**config.mk**
```make
export PLATFORM = sky130hd
export DESIGN_NAME = rv32i_sequencer_flat
export DESIGN_NICKNAME = d
export VERILOG_FILES = /design/src/rtl/rv32i_sequencer_if.sv /design/src/rtl/rv32i_sequencer.sv /design/src/flat_wrapper.sv
export SDC_FILE = /design/constraint.sdc
export NUM_CORES = 1
export LEC_CHECK = 0
export BUFFER_PORTS_ARGS = -buffer_cell sky130_fd_sc_hd__buf_4
export CAP_MARGIN = 0
export CORE_MARGIN = 3
export CORE_UTILIZATION = 49
export DETAILED_ROUTE_END_ITERATION = 6
export PLACE_DENSITY = 0.88
export SLEW_MARGIN = 20
export SYNTH_ARGS = -nofsm -noshare
export SYNTH_HDL_FRONTEND = slang
export SYNTH_SLANG_ARGS = --single-unit
```
**constraint.sdc**
```tcl
create_clock -name clk -period 1.85 [get_ports clk]
set_input_delay 0.0925 -clock clk [delete_from_list [all_inputs] [get_ports clk]]
set_output_delay 0.0925 -clock clk [all_outputs]
set_load 0.02 [all_outputs]
```
**src/rtl/rv32i_sequencer_if.sv**
```systemverilog
// rv32i_sequencer_if: memory request/completion bus between the sequencer and memory.
// master = sequencer side, slave = memory side.
interface rv32i_sequencer_if;
  logic        mem_req;
  logic        mem_we;
  logic        mem_ready;
  logic [31:0] mem_rdata;

  modport master (
    output mem_req,
    output mem_we,
    input  mem_ready,
    input  mem_rdata
  );

  modport slave (
    input  mem_req,
    input  mem_we,
    output mem_ready,
    output mem_rdata
  );
endinterface

```
**src/rtl/rv32i_sequencer.sv**
```systemverilog
// rv32i_sequencer: multi-cycle RV32I control sequencer (FETCH/DECODE/EXEC/MEM/WB/TRAP).
// Optional feature: define RV32I_SEQ_TIMEOUT_EN to add an 8-bit memory wait timeout
// that raises bus_err and traps; without it waits are unbounded and bus_err is 0.
module rv32i_sequencer (
  input  logic                 clk,
  input  logic                 rst_n,
  rv32i_sequencer_if.master    bus,
  input  logic                 branch_taken,
  output logic [31:0]          ir,
  output logic                 rf_we,
  output logic                 pc_en,
  output logic [1:0]           pc_sel,
  output logic [2:0]           state,
  output logic                 illegal,
  output logic                 bus_err,
  output logic                 retire,
  output logic [31:0]          instret
);

  typedef enum logic [2:0] {
    StFetch  = 3'd0,
    StDecode = 3'd1,
    StExec   = 3'd2,
    StMem    = 3'd3,
    StWb     = 3'd4,
    StTrap   = 3'd5
  } state_e;

  localparam logic [1:0] PcPlus4  = 2'd0;
  localparam logic [1:0] PcBranch = 2'd1;
  localparam logic [1:0] PcJal    = 2'd2;
  localparam logic [1:0] PcJalr   = 2'd3;

  localparam logic [6:0] OpcLoad   = 7'b0000011;
  localparam logic [6:0] OpcStore  = 7'b0100011;
  localparam logic [6:0] OpcOp     = 7'b0110011;
  localparam logic [6:0] OpcOpImm  = 7'b0010011;
  localparam logic [6:0] OpcBranch = 7'b1100011;
  localparam logic [6:0] OpcLui    = 7'b0110111;
  localparam logic [6:0] OpcAuipc  = 7'b0010111;
  localparam logic [6:0] OpcJal    = 7'b1101111;
  localparam logic [6:0] OpcJalr   = 7'b1100111;

  state_e      state_q, state_d;
  logic [31:0] ir_q, ir_d;
  logic [31:0] instret_q, instret_d;
  logic        illegal_q, illegal_d;
  logic        mem_req_c, mem_we_c;
  logic [6:0]  opcode;
  logic        is_load, is_store, is_branch, is_jal, is_jalr, is_legal;

`ifdef RV32I_SEQ_TIMEOUT_EN
  logic [7:0]  wait_q, wait_d;
  logic        bus_err_q, bus_err_d;
`endif

  assign opcode = ir_q[6:0];

  // Classify the latched opcode; ir is stable from DECODE through WB.
  always_comb begin
    is_load   = (opcode == OpcLoad);
    is_store  = (opcode == OpcStore);
    is_branch = (opcode == OpcBranch);
    is_jal    = (opcode == OpcJal);
    is_jalr   = (opcode == OpcJalr);
    is_legal  = is_load | is_store | is_branch | is_jal | is_jalr |
                (opcode == OpcOp) | (opcode == OpcOpImm) |
                (opcode == OpcLui) | (opcode == OpcAuipc);
  end

  // Next-state, strobes and bus request for the current state.
  always_comb begin
    state_d   = state_q;
    ir_d      = ir_q;
    instret_d = instret_q;
    illegal_d = illegal_q;
    mem_req_c = 1'b0;
    mem_we_c  = 1'b0;
    rf_we     = 1'b0;
    pc_en     = 1'b0;
    pc_sel    = PcPlus4;

    case (state_q)
      StFetch: begin
        mem_req_c = 1'b1;
        if (bus.mem_ready) begin
          ir_d    = bus.mem_rdata;
          state_d = StDecode;
        end
      end
      StDecode: begin
        if (is_legal) begin
          state_d = StExec;
        end else begin
          illegal_d = 1'b1;
          state_d   = StTrap;
        end
      end
      StExec: begin
        if (is_load || is_store) begin
          state_d = StMem;
        end else if (is_branch) begin
          pc_en   = 1'b1;
          pc_sel  = branch_taken ? PcBranch : PcPlus4;
          state_d = StFetch;
        end else begin
          state_d = StWb;
        end
      end
      StMem: begin
        mem_req_c = 1'b1;
        mem_we_c  = is_store;
        if (bus.mem_ready) begin
          if (is_store) begin
            pc_en   = 1'b1;
            state_d = StFetch;
          end else begin
            state_d = StWb;
          end
        end
      end
      StWb: begin
        rf_we   = (ir_q[11:7] != 5'd0);
        pc_en   = 1'b1;
        pc_sel  = is_jal ? PcJal : (is_jalr ? PcJalr : PcPlus4);
        state_d = StFetch;
      end
      StTrap: state_d = StTrap;
      default: state_d = StTrap;
    endcase

    if (pc_en) begin
      instret_d = instret_q + 32'd1;
    end

`ifdef RV32I_SEQ_TIMEOUT_EN
    // Counter is zero whenever no access is stalled, so it is clear on every FETCH/MEM entry.
    // A completing mem_ready takes priority over the timeout.
    bus_err_d = bus_err_q;
    wait_d    = 8'd0;
    if (mem_req_c && !bus.mem_ready) begin
      if (wait_q == 8'hFF) begin
        bus_err_d = 1'b1;
        state_d   = StTrap;
      end else begin
        wait_d = wait_q + 8'd1;
      end
    end
`endif
  end

  // Sequencer state registers.
  always_ff @(posedge clk or negedge rst_n) begin
    if (!rst_n) begin
      state_q   <= StFetch;
      ir_q      <= 32'd0;
      instret_q <= 32'd0;
      illegal_q <= 1'b0;
    end else begin
      state_q   <= state_d;
      ir_q      <= ir_d;
      instret_q <= instret_d;
      illegal_q <= illegal_d;
    end
  end

`ifdef RV32I_SEQ_TIMEOUT_EN
  // Wait counter and sticky bus error.
  always_ff @(posedge clk or negedge rst_n) begin
    if (!rst_n) begin
      wait_q    <= 8'd0;
      bus_err_q <= 1'b0;
    end else begin
      wait_q    <= wait_d;
      bus_err_q <= bus_err_d;
    end
  end

  assign bus_err = bus_err_q;
`else
  assign bus_err = 1'b0;
`endif

  // Reset state is FETCH, so the request is masked by rst_n to stay quiet during reset.
  assign bus.mem_req = mem_req_c & rst_n;
  assign bus.mem_we  = mem_we_c & rst_n;
  assign state       = state_q;
  assign ir          = ir_q;
  assign illegal     = illegal_q;
  assign retire      = pc_en;
  assign instret     = instret_q;

endmodule

```
**src/flat_wrapper.sv**
```systemverilog
// flat-port wrapper written by rule: the top's interface ports become plain ports
module rv32i_sequencer_flat 
  (clk, rst_n, branch_taken, ir, rf_we, pc_en, pc_sel, state, illegal, bus_err, retire, instret, bus_mem_req, bus_mem_we, bus_mem_ready, bus_mem_rdata);
  rv32i_sequencer_if bus_i ();
  input  logic clk;
  input  logic rst_n;
  input  logic branch_taken;
  output logic [31:0] ir;
  output logic rf_we;
  output logic pc_en;
  output logic [1:0] pc_sel;
  output logic [2:0] state;
  output logic illegal;
  output logic bus_err;
  output logic retire;
  output logic [31:0] instret;
  output wire logic [$bits(bus_i.mem_req)-1:0] bus_mem_req;
  output wire logic [$bits(bus_i.mem_we)-1:0] bus_mem_we;
  input wire logic [$bits(bus_i.mem_ready)-1:0] bus_mem_ready;
  input wire logic [$bits(bus_i.mem_rdata)-1:0] bus_mem_rdata;
  assign bus_mem_req = bus_i.mem_req;
  assign bus_mem_we = bus_i.mem_we;
  assign bus_i.mem_ready = bus_mem_ready;
  assign bus_i.mem_rdata = bus_mem_rdata;
  rv32i_sequencer u_core (.clk(clk), .rst_n(rst_n), .bus(bus_i), .branch_taken(branch_taken), .ir(ir), .rf_we(rf_we), .pc_en(pc_en), .pc_sel(pc_sel), .state(state), .illegal(illegal), .bus_err(bus_err), .retire(retire), .instret(instret));
endmodule
```
# Yosys cells after proc, flatten, opt, wreduce, memory -nomap -nowiden

Index checks and enable logic that the tools add are counted.

Logic and storage cells: 59
Input bits: 36
Bits in registers: 68
Output and inout bits: 76

Eq/ne operators: 15
Reduce and logical (&&, ||, !) cells: 7
Add/subtract/negate cells: 1
Bitwise operators: 11
Muxes and demuxes: 21

Operators with widths:

| kind                                                                   | number |
|---|---|
| 32-bit by 1-bit adder with 32-bit output (second input constant)       | 1 |
| 7-bit by 6-bit equality test with 1-bit output (second input constant) | 3 |
| 7-bit equality test (second input constant)                            | 3 |
| 3-bit 2-to-1 mux                                                       | 6 |
| 3-bit case mux with 5 select lines                                     | 1 |
| 7-bit by 5-bit equality test with 1-bit output (second input constant) | 2 |
| 1-bit 2-to-1 mux                                                       | 8 |
| 2-bit 2-to-1 mux                                                       | 4 |
| 1-bit OR                                                               | 8 |
| 7-bit by 2-bit equality test with 1-bit output (second input constant) | 1 |
| 3-bit by 2-bit equality test with 1-bit output (second input constant) | 2 |
| 2-bit AND reduction                                                    | 3 |
| 5-bit nonzero test                                                     | 1 |
| 2-bit != test (second input constant)                                  | 2 |
| 2-bit case mux with 2 select lines                                     | 1 |
| 3-bit by 1-bit equality test with 1-bit output (second input constant) | 1 |
| 3-bit equality test (second input constant)                            | 1 |
| 3-bit logical NOT                                                      | 1 |
| 1-bit case mux with 3 select lines                                     | 1 |
| 1-bit AND                                                              | 2 |
| 2-bit OR reduction                                                     | 1 |
| 1-bit logical OR                                                       | 1 |
| 1-bit inverter                                                         | 1 |

# Longest topological paths before layout

Gate-level depths: netlist of run 1.

Depth in word-level cells: 11
Depth in mapped cells: 6
Mapped depth without buffers: 5

# Worst setup path before layout of run 1

OpenSTA, ideal clock, no wires.

Kind: reg-to-output
From: register u_core.state_q[1] (netlist: u_core.state[1])
To: output port pc_sel[0]
Data arrival time: 2195 ps
Stages on the path, launching flop included: 6
Path buffers: 1
Required time: 1757 ps
Setup slack: -438 ps
Path through: dfrtp_1 buf_2 nor2_1 nand2_1 nor4_1 a32o_1

Longest elaborated chain between the ends: 2
Elaborated cells on any way between the ends: 3
Those cells by class: eq/ne (2); mux (1)

RTL lines:

| what                                                                                         | line                   | RTL |
|---|---|---|
| start: declaration                                                                           | rv32i_sequencer.sv:44  | `state_e state_q, state_d;` |
| start signal: assignment                                                                     | rv32i_sequencer.sv:155 | `state_q <= StFetch;` |
| start signal: assignment                                                                     | rv32i_sequencer.sv:160 | `state_q <= state_d;` |
| 3-bit equality test / 3-bit by 2-bit equality test with 1-bit output (equally long branches) | rv32i_sequencer.sv:83  | `case (state_q)` |
| 2-bit case mux with 2 select lines (*)                                                       | rv32i_sequencer.sv:83  |  |
| end: declaration                                                                             | flat_wrapper.sv:11     | `output logic [1:0] pc_sel;` |

Mark *: on every way between the ends. The rest lies on a longest branch, timed or not.

# Worst setup path after layout of run 1

From: register u_core.ir_q[4] (netlist: u_core.ir[4])
To: output port pc_sel[0]

Longest elaborated chain between the ends: 4
Elaborated cells on any way between the ends: 11
Those cells by class: eq/ne (5); mux (5); reduce/logical (1)

RTL lines:

| what                                              | line                                           | RTL |
|---|---|---|
| start: declaration                                | rv32i_sequencer.sv:45                          | `logic [31:0] ir_q, ir_d;` |
| start signal: assignment                          | rv32i_sequencer.sv:161                         | `ir_q <= ir_d;` |
| 7-bit equality test, or another cell as far along | rv32i_sequencer.sv:65                          | `is_jalr = (opcode == OpcJalr);` |
| 2-bit 2-to-1 mux, or another cell as far along    | rv32i_sequencer.sv:125                         | `pc_sel = is_jal ? PcJal : (is_jalr ? PcJalr : PcPlus4);` |
| 2-bit 2-to-1 mux, on equally long branches        | rv32i_sequencer.sv:125, rv32i_sequencer.sv:100 |  |
| 2-bit case mux with 2 select lines (*)            | rv32i_sequencer.sv:83                          |  |

Marks and branches as above.

==> results.cfg, run 1 <==
[route]
viasPerCell = 5.40
drc = 0
finalWirelength_um = 9220
post_drt_wl_per_cell_um = 18.4
drtIter0Drc = 159
ant_nets = 0
vias = 2703
firstDrtPassIters = 4

[logic_synthesis]
synth_area_um2 = 3130
synth_area_leaders = dfrtp_1, mux2_2, xnor2_1
avgSynthCellArea_um2 = 12.1
yosys.area.top_type = dfrtp_1
ys.flop_type = dfrtp_1
yosysWarnings = 0
ys_ff_latch = 68
synthArstFlopShare_pct = 100
synth_most_common_cell = dfrtp_1
synth_common_cells = dfrtp_1, mux2_2, nand2_1
synth_edf_count = 0
yosysUniqueCellTypes = 43
yosysTopAreaCellShare_pct = 54.4
synthCells = 258
synth_seq_area_share_pct = 54.4
synth_nets = 295

[sta]
slew_headroom_pct = 63.2
timing_hold_violations_final = 0
fmax_mhz = 548
setup-violations-final = 0
final.setup_skew_ps = 13.2
worst_pin_slew_ps = 552
fin_crit_sh_pct = 98.6
maxSlewViolCount = 0
grt_setup_unrepaired = true
period_needed_ps = 1820

[final_layout]
final_cell_count_no_fill = 501
multi_input_area_um2 = 1410
fin_area_um2 = 4720
area_growth_syn_to_layout_pct = 50.9
antenna_cells = 0
drive_gt1_share_pct = 47.2
regArea_um2 = 1710
fin_nets = 458
fillers = 374
utilization_pct = 77.8

[global_routing]
antenna_found_initial = 0
met1_usage_pct = 30.1
globalRouteMet2Util_pct = 43.0
busiest_layer = met2
globalRouteTotalUtil_pct = 25.3
grt_pass1_wl_um = 14200
met3_usage_pct = 4.61
grt_overflow_total = 0
grt_max_degree = 45
grt_pass1_vias = 2795

[setup_path]
worstSetupStartpointType = register
cp.arrival_ps = 1730
worstReg2RegEnd = u_core.instret[17]
r2r-start = u_core.state[0]
r2r_slack_ps = 80
end_kind = primary output
cp_data_required_time_ps = 1760
r2r_cells = 5
crit_fanout = 6
setup.worst_path.class = register to primary output

[power_and_ir_drop]
p_total_uw = 5820
powerDensity_nw_per_um2 = 1230
p_leak_uw = 0.00226
ir_worst_vdd_uv = 910

[flow_run]
maxCapViolations = 0

[floorplanning]
die_h_um = 85.9
die-area_um2 = 7370
initial_core_util_pct = 51.6
io_pins = 112
row_count = 28
core_um2 = 6060
die_w_um = 85.9

[clocking]
cts_root_buf = clkbuf_8
cts_buffers = 9
cts.clk_slew.worst_paths_ps = 70
clockBufferDepth = 2
clock-sinks = 68
cts_tree = built
htree_levels = 3
clk_latency_ps = 350

[placement]
globalplace.congestion = 0.902
port_buffers = 110
hpwl_um = 5920
dp_cells = 447
dpl_cell_area_um2 = 4130

[outcome]
outcome = finished, final reports clean

[worst_hold_path]
hp-class = primary input to asynchronous set/reset pin
[layout make-up]
cell class	instances	area share, %
clock buffers	10	2.92
clock inverters	6	0.849
flip-flops and latches	68	36.2
inverters	6	0.478
multi-input cells	175	29.9
repair buffers	161	27.6
well taps	75	1.99
[sequential cells by signal, indices dropped and copies added, names as in the netlist]
register and flops:
u_core.instret 32, u_core.illegal 1, u_core.ir 32, u_core.state 3
[report_power, final]
part / switching [uW] / internal (uW) / total (uW) / leakage [uW]
logic: 1240 / 1150 / 2400 / 0.00132
clock network: 586 / 520 / 1110 / 0.0000920
registers: 406 / 1910 / 2310 / 0.000847
[cell families (layout without fill, tap and decap cells)]
kind of cell	after synthesis	count (layout)	share of synthesized area (%)
muxes	32	32	11.5
DFF	68	68	54.4
and+or+nand+nor	90	90	17.1
adders and majority gates	1	1	0.400
other	1	1	0.120
buffers and inverters	15	183	2.32
xor gates and xnor gates	32	32	8.97
AOI/OAI and AO/OA	19	19	5.08
[per-layer routing]
layer / vias to the layer above / wire, um
li1: 1224 / -
met3: 29 / 542
met2: 121 / 4760
met5: - / 0
met1: 1329 / 3580
met4: 0 / 344
[worst max-delay path by stage]
| stage | from | endpoint | cells after the start |
|---|---|---|---|
| 3_3_place_gp | u_core.ir[4] | u_core.state[2] | 6 |
| 2_1_floorplan | u_core.state[1] | u_core.instret[10] | 6 |
| 5_1_grt | u_core.state[0] | u_core.instret[17] | 5 |
| 6_report | u_core.ir[4] | pc_sel[0] | 4 |
| 4_1_cts | u_core.ir[4] | pc_sel[0] | 4 |
| 3_5_place_dp | u_core.instret[5] | u_core.instret[22] | 5 |
[what timing repair did]
action                                  4_1_cts  5_1_grt
gates cloned                                  0        0
resized for setup                             2       12
pin swaps                                     0        2
hold buffers                                 33        0
buffers inserted                              0        5
endpoints found under the setup margin        3       10
hold endpoints to repair                     56        0
[critical path: stages (launching register included)]
cell      delay (ps)
dfrtp_1          460
nand2b_2         260
nor4_4           280
a32o_1           220
buf_4            160
[cell usage in the layout (no fill, tap or decap), types with 4 or more instances in the layout]
cell / n
inv_1: 6
xnor2_1: 19
dfrtp_2: 6
clkbuf_8: 10
nand2_1: 19
nor3_1: 4
dfrtp_1: 62
and3_1: 4
nand4_1: 6
nor2_1: 16
mux2_2: 32
xor2_1: 13
nand3_1: 11
buf_4: 127
dlygate4sd3_1: 33
[metrics by stage]
step           hold slack, ps  worst slack, ps  setup TNS [ps]
2_1_floorplan            -203             3.41               0
6_report                  198             26.3               0
4_1_cts                   189             1.19               0
5_1_grt                   226            -29.6           -92.8
3_5_place_dp             30.0             78.9               0
3_3_place_gp             25.5              111               0
Note: power is estimated with default switching activity, not from simulation.
==> run 2, diff against run 1 <==
CORE_UTILIZATION = 45   (was 49)
PLACE_DENSITY = 0.82   (was 0.88)
==> results.cfg, run 2 (same netlist as run 1, synthesis figures left out) <==
[worst_hold_path]
hp-class = primary input to register

[route]
drc = 0
vias = 2650
viasPerCell = 5.21
ant_nets = 0
finalWirelength_um = 8360
post_drt_wl_per_cell_um = 16.4
firstDrtPassIters = 4
drtIter0Drc = 118

[sta]
fmax_mhz = 557
fin_crit_sh_pct = 97.1
final.setup_skew_ps = 8.95
setup-violations-final = 0
timing_hold_violations_final = 0
maxSlewViolCount = 0
hold_ws_ps = 188
period_needed_ps = 1800
grt_setup_unrepaired = true

[clocking]
clockBufferDepth = 2
cts.clk_slew.worst_paths_ps = 70
cts_root_buf = clkbuf_8
clk_latency_ps = 340
htree_levels = 3
cts_buffers = 9
clock-sinks = 68
cts_tree = built

[flow_run]
maxCapViolations = 0

[setup_path]
crit_fanout = 6
cp_data_required_time_ps = 1760
end_kind = primary output
setup.worst_path.class = register to primary output
worstSetupStartpointType = register
cp.arrival_ps = 1700

[floorplanning]
initial_core_util_pct = 47.9
die_h_um = 89.3
io_pins = 112
die_w_um = 89.3
row_count = 29
die-area_um2 = 7980
core_um2 = 6530

[global_routing]
globalRouteTotalUtil_pct = 21.5
grt_overflow_total = 0
grt_pass1_wl_um = 13100
antenna_found_initial = 0
grt_max_degree = 37
grt_pass1_vias = 2660

[power_and_ir_drop]
p_total_uw = 6070
powerDensity_nw_per_um2 = 1260
p_leak_uw = 0.00232
ir_worst_vdd_uv = 638

[placement]
globalplace.congestion = 0.833
dp_cells = 449
hpwl_um = 5580
port_buffers = 110

[final_layout]
final_cell_count_no_fill = 509
antenna_cells = 0
mostFrequentLayoutCells = buf_4, dfrtp_1, dlygate4sd3_1
fillers = 445
drive_gt1_share_pct = 47.2
utilization_pct = 74.0
layout_commonest_cell = buf_4
fin_nets = 464
area_growth_syn_to_layout_pct = 54.6

[outcome]
outcome = finished, final reports clean
==> run 2: cell types whose count changed in the layout (fill, tap and decap cells not counted), sizes merged <==
cell      delta
buf          +6
bufinv       +3
clkbuf       +1
clkinv       -3
clkinvlp     -1
==> run 2: timing repair <==
item | CTS | global route
hold buffers | 33 | 0
pin swaps | 0 | 9
endpoints found under the hold margin | 64 | 0
resized for setup | 5 | 14
buffers inserted | 0 | 12
endpoints found under the setup margin | 3 | 10
==> run 2: worst paths after layout <==
check,from,endpoint,slack (ps),cells past startpoint
setup / recovery,u_core.state[1],bus_mem_we,50,6
hold / removal,bus_mem_ready,u_core.state[1],190,4
setup reg to reg,u_core.ir[2],u_core.instret[10],100,6
hold reg to reg,u_core.instret[31],u_core.instret[31],470,1
max in group asynchronous,rst_n,u_core.instret[9],770,3
min in group asynchronous,rst_n,u_core.instret[27],220,2
==> run 2: layout make-up <==
class	count	area, um2	area share (%)
Sequential cell	68	1710	35.4
Multi-Input combinational cell	175	1410	29.1
Timing Repair Buffer	167	1360	28.2
Clock buffer	11	131	2.72
Clock inverter	5	100	2.07
Tap cell	77	96.3	1.99
Inverter	6	22.5	0.466
==> run 2: per-stage QoR <==
stage	TNS [ps]	setup slack [ps]	instance area, um2
6_report	0	53.4	4830
5_1_grt	-144	-68.1	4830
4_1_cts	0	11.9	4700
3_5_place_dp	0	130	4130
3_3_place_gp	0	154	4130
2_1_floorplan	0	3.41	3140
==> run 2: routing by layer <==
metal	vias up	global-route usage, %	part of all wire (%)
li1	1245	-	-
met1	1272	27.3	42
met2	111	35.4	49
met3	22	6.54	7.9
met4	0	6.77	1.4
met5	-	0	0
==> run 2: where the power goes <==
group	internal [uW]	switching [uW]	leakage, uW
sequential	1910	354	0.000844
combinational	1180	1180	0.00135
clock	892	558	0.000117
==> run 2: critical path, cell delays in order, from the launching register on <==
cell and delay, ps:
dfrtp_2 400, buf_4 140, buf_4 140, nand2b_1 100
nor3_2 180, and4b_1 250, buf_4 160
==> run 3, diff against run 2 <==
BUFFER_PORTS_ARGS = -buffer_cell sky130_fd_sc_hd__buf_2   (was -buffer_cell sky130_fd_sc_hd__buf_4)
==> results.cfg, run 3 (same netlist as run 1, synthesis figures left out) <==
[final_layout]
area_growth_syn_to_layout_pct = 41.4
drive_gt1_share_pct = 45.6
mostFrequentLayoutCells = buf_2, dfrtp_1, dlygate4sd3_1
layout_commonest_cell = buf_2
antenna_cells = 0
fin_nets = 457

[clocking]
clk_latency_ps = 330
cts.clk_slew.worst_paths_ps = 70
clock-sinks = 68
cts_root_buf = clkbuf_8
clockBufferDepth = 2
cts_tree = built
cts_buffers = 9
htree_levels = 3

[floorplanning]
row_count = 29
initial_core_util_pct = 47.9
die-area_um2 = 7980
core_um2 = 6530
io_pins = 112
die_h_um = 89.3
die_w_um = 89.3

[global_routing]
grt_max_degree = 36
antenna_found_initial = 0
globalRouteTotalUtil_pct = 20.3
grt_pass1_vias = 2569
grt_overflow_total = 0
grt_pass1_wl_um = 12300

[setup_path]
setup.worst_path.class = register to primary output
cp.arrival_ps = 1700
worstSetupStartpointType = register
r2r-start = u_core.state[0]
end_kind = primary output
crit_fanout = 8
worstReg2RegEnd = u_core.instret[1]
r2r_cells = 5
cp_data_required_time_ps = 1760
r2r_slack_ps = 110

[power_and_ir_drop]
p_int_uw = 3290
p_leak_uw = 0.00219
powerDensity_nw_per_um2 = 1190
seqPwrFrac_pct = 42.6
ir_worst_vdd_uv = 838
p_total_uw = 5270
swShare_pct = 37.5
power_frac_comb_pct = 38.2
p_clk_share_pct = 19.2
p_sw_uw = 1980

[sta]
fin_crit_sh_pct = 97.0
period_needed_ps = 1790
final.setup_skew_ps = 8.19
maxSlewViolCount = 0
hold_ws_ps = 236
grt_setup_unrepaired = true
worst_slack_ps = 55.1
fmax_mhz = 557
setup-violations-final = 0
timing_hold_violations_final = 0
finalSetupTns_ps = 0

[route]
firstDrtPassIters = 4
finalWirelength_um = 7730
drc = 0
post_drt_wl_per_cell_um = 15.5
vias = 2607
drtIter0Drc = 104
ant_nets = 0
viasPerCell = 5.21

[placement]
globalplace.congestion = 0.853
pre_cts_ws_ps = 86.1
port_buffers = 110
hpwl_um = 5360

[worst_hold_path]
hp-class = primary input to register
holdPathEnd = u_core.state[0]
hold_depth = 4
hold_start = bus_mem_ready

[flow_run]
maxCapViolations = 0

[outcome]
outcome = finished, final reports clean
-- run 3: worst max path at each step --
stage / startpoint / end / slack, ps / depth (start not counted)
after CTS: u_core.state[0] / pc_sel[0] / 10 / 6
final: u_core.state[0] / pc_en / 60 / 4
after global routing: u_core.state[2] / bus_mem_we / -40 / 5
after detailed placement: u_core.ir[6] / u_core.instret[11] / 90 / 5
after global placement: u_core.ir[4] / u_core.state[2] / 150 / 6
after floorplan: u_core.state[1] / u_core.instret[10] / 3 / 6
-- run 3: worst max-delay path, cell delays in order (launching register included) --
cell and delay (ps):
dfrtp_2 470, and3b_1 200, o211ai_1 350, nand2_2 180, buf_6 170
-- run 3: metrics by stage --
| step | instance area [um2] | std cells | utilization (%) |
|---|---|---|---|
| 6_report | 4420 | 500 | 67.7 |
| 3_5_place_dp | 3850 | 449 | 59.0 |
| 4_1_cts | 4340 | 495 | 66.5 |
| 3_3_place_gp | 3850 | 449 | 59.0 |
| 2_1_floorplan | 3140 | 258 | - |
| 5_1_grt | 4420 | 500 | 67.7 |
-- run 3: repair_timing --
action | 4_1_cts | 5_1_grt
buffers inserted | 0 | 4
hold buffers | 32 | 1
pin swaps | 0 | 4
endpoints found under the setup margin | 3 | 13
endpoints found under the hold margin | 99 | 1
gates resized for setup | 6 | 12
-- run 3: cell type report --
class,instances,area [um2]
timing repair buffer,160,1040
fill,497,2110
clock inverter,3,15.0
inverter,6,22.5
tap,77,96.3
clock buffer,11,141
multi-input combinational,175,1400
sequential,68,1710
-- run 3: power by group through the flow --
stage / clock network [uW] / logic (uW) / registers (uW)
finish: 1010 / 2010 / 2240
global route: 1100 / 2170 / 2310
CTS: 1050 / 1950 / 2250
detailed placement: 0 / 1890 / 2270
global placement: 0 / 1860 / 2230
floorplan: 0 / 686 / 2730
-- run 3: metal layers --
layer / wire length [um] / GRT usage [%] / part of all wire [%] / vias to the layer above
met5: 0 / 0 / 0 / -
li1: - / - / - / 1226
met4: 167 / 8.93 / 2.2 / 0
met2: 3720 / 33.8 / 48 / 103
met3: 568 / 4.42 / 7.4 / 14
met1: 3270 / 25.5 / 42 / 1264
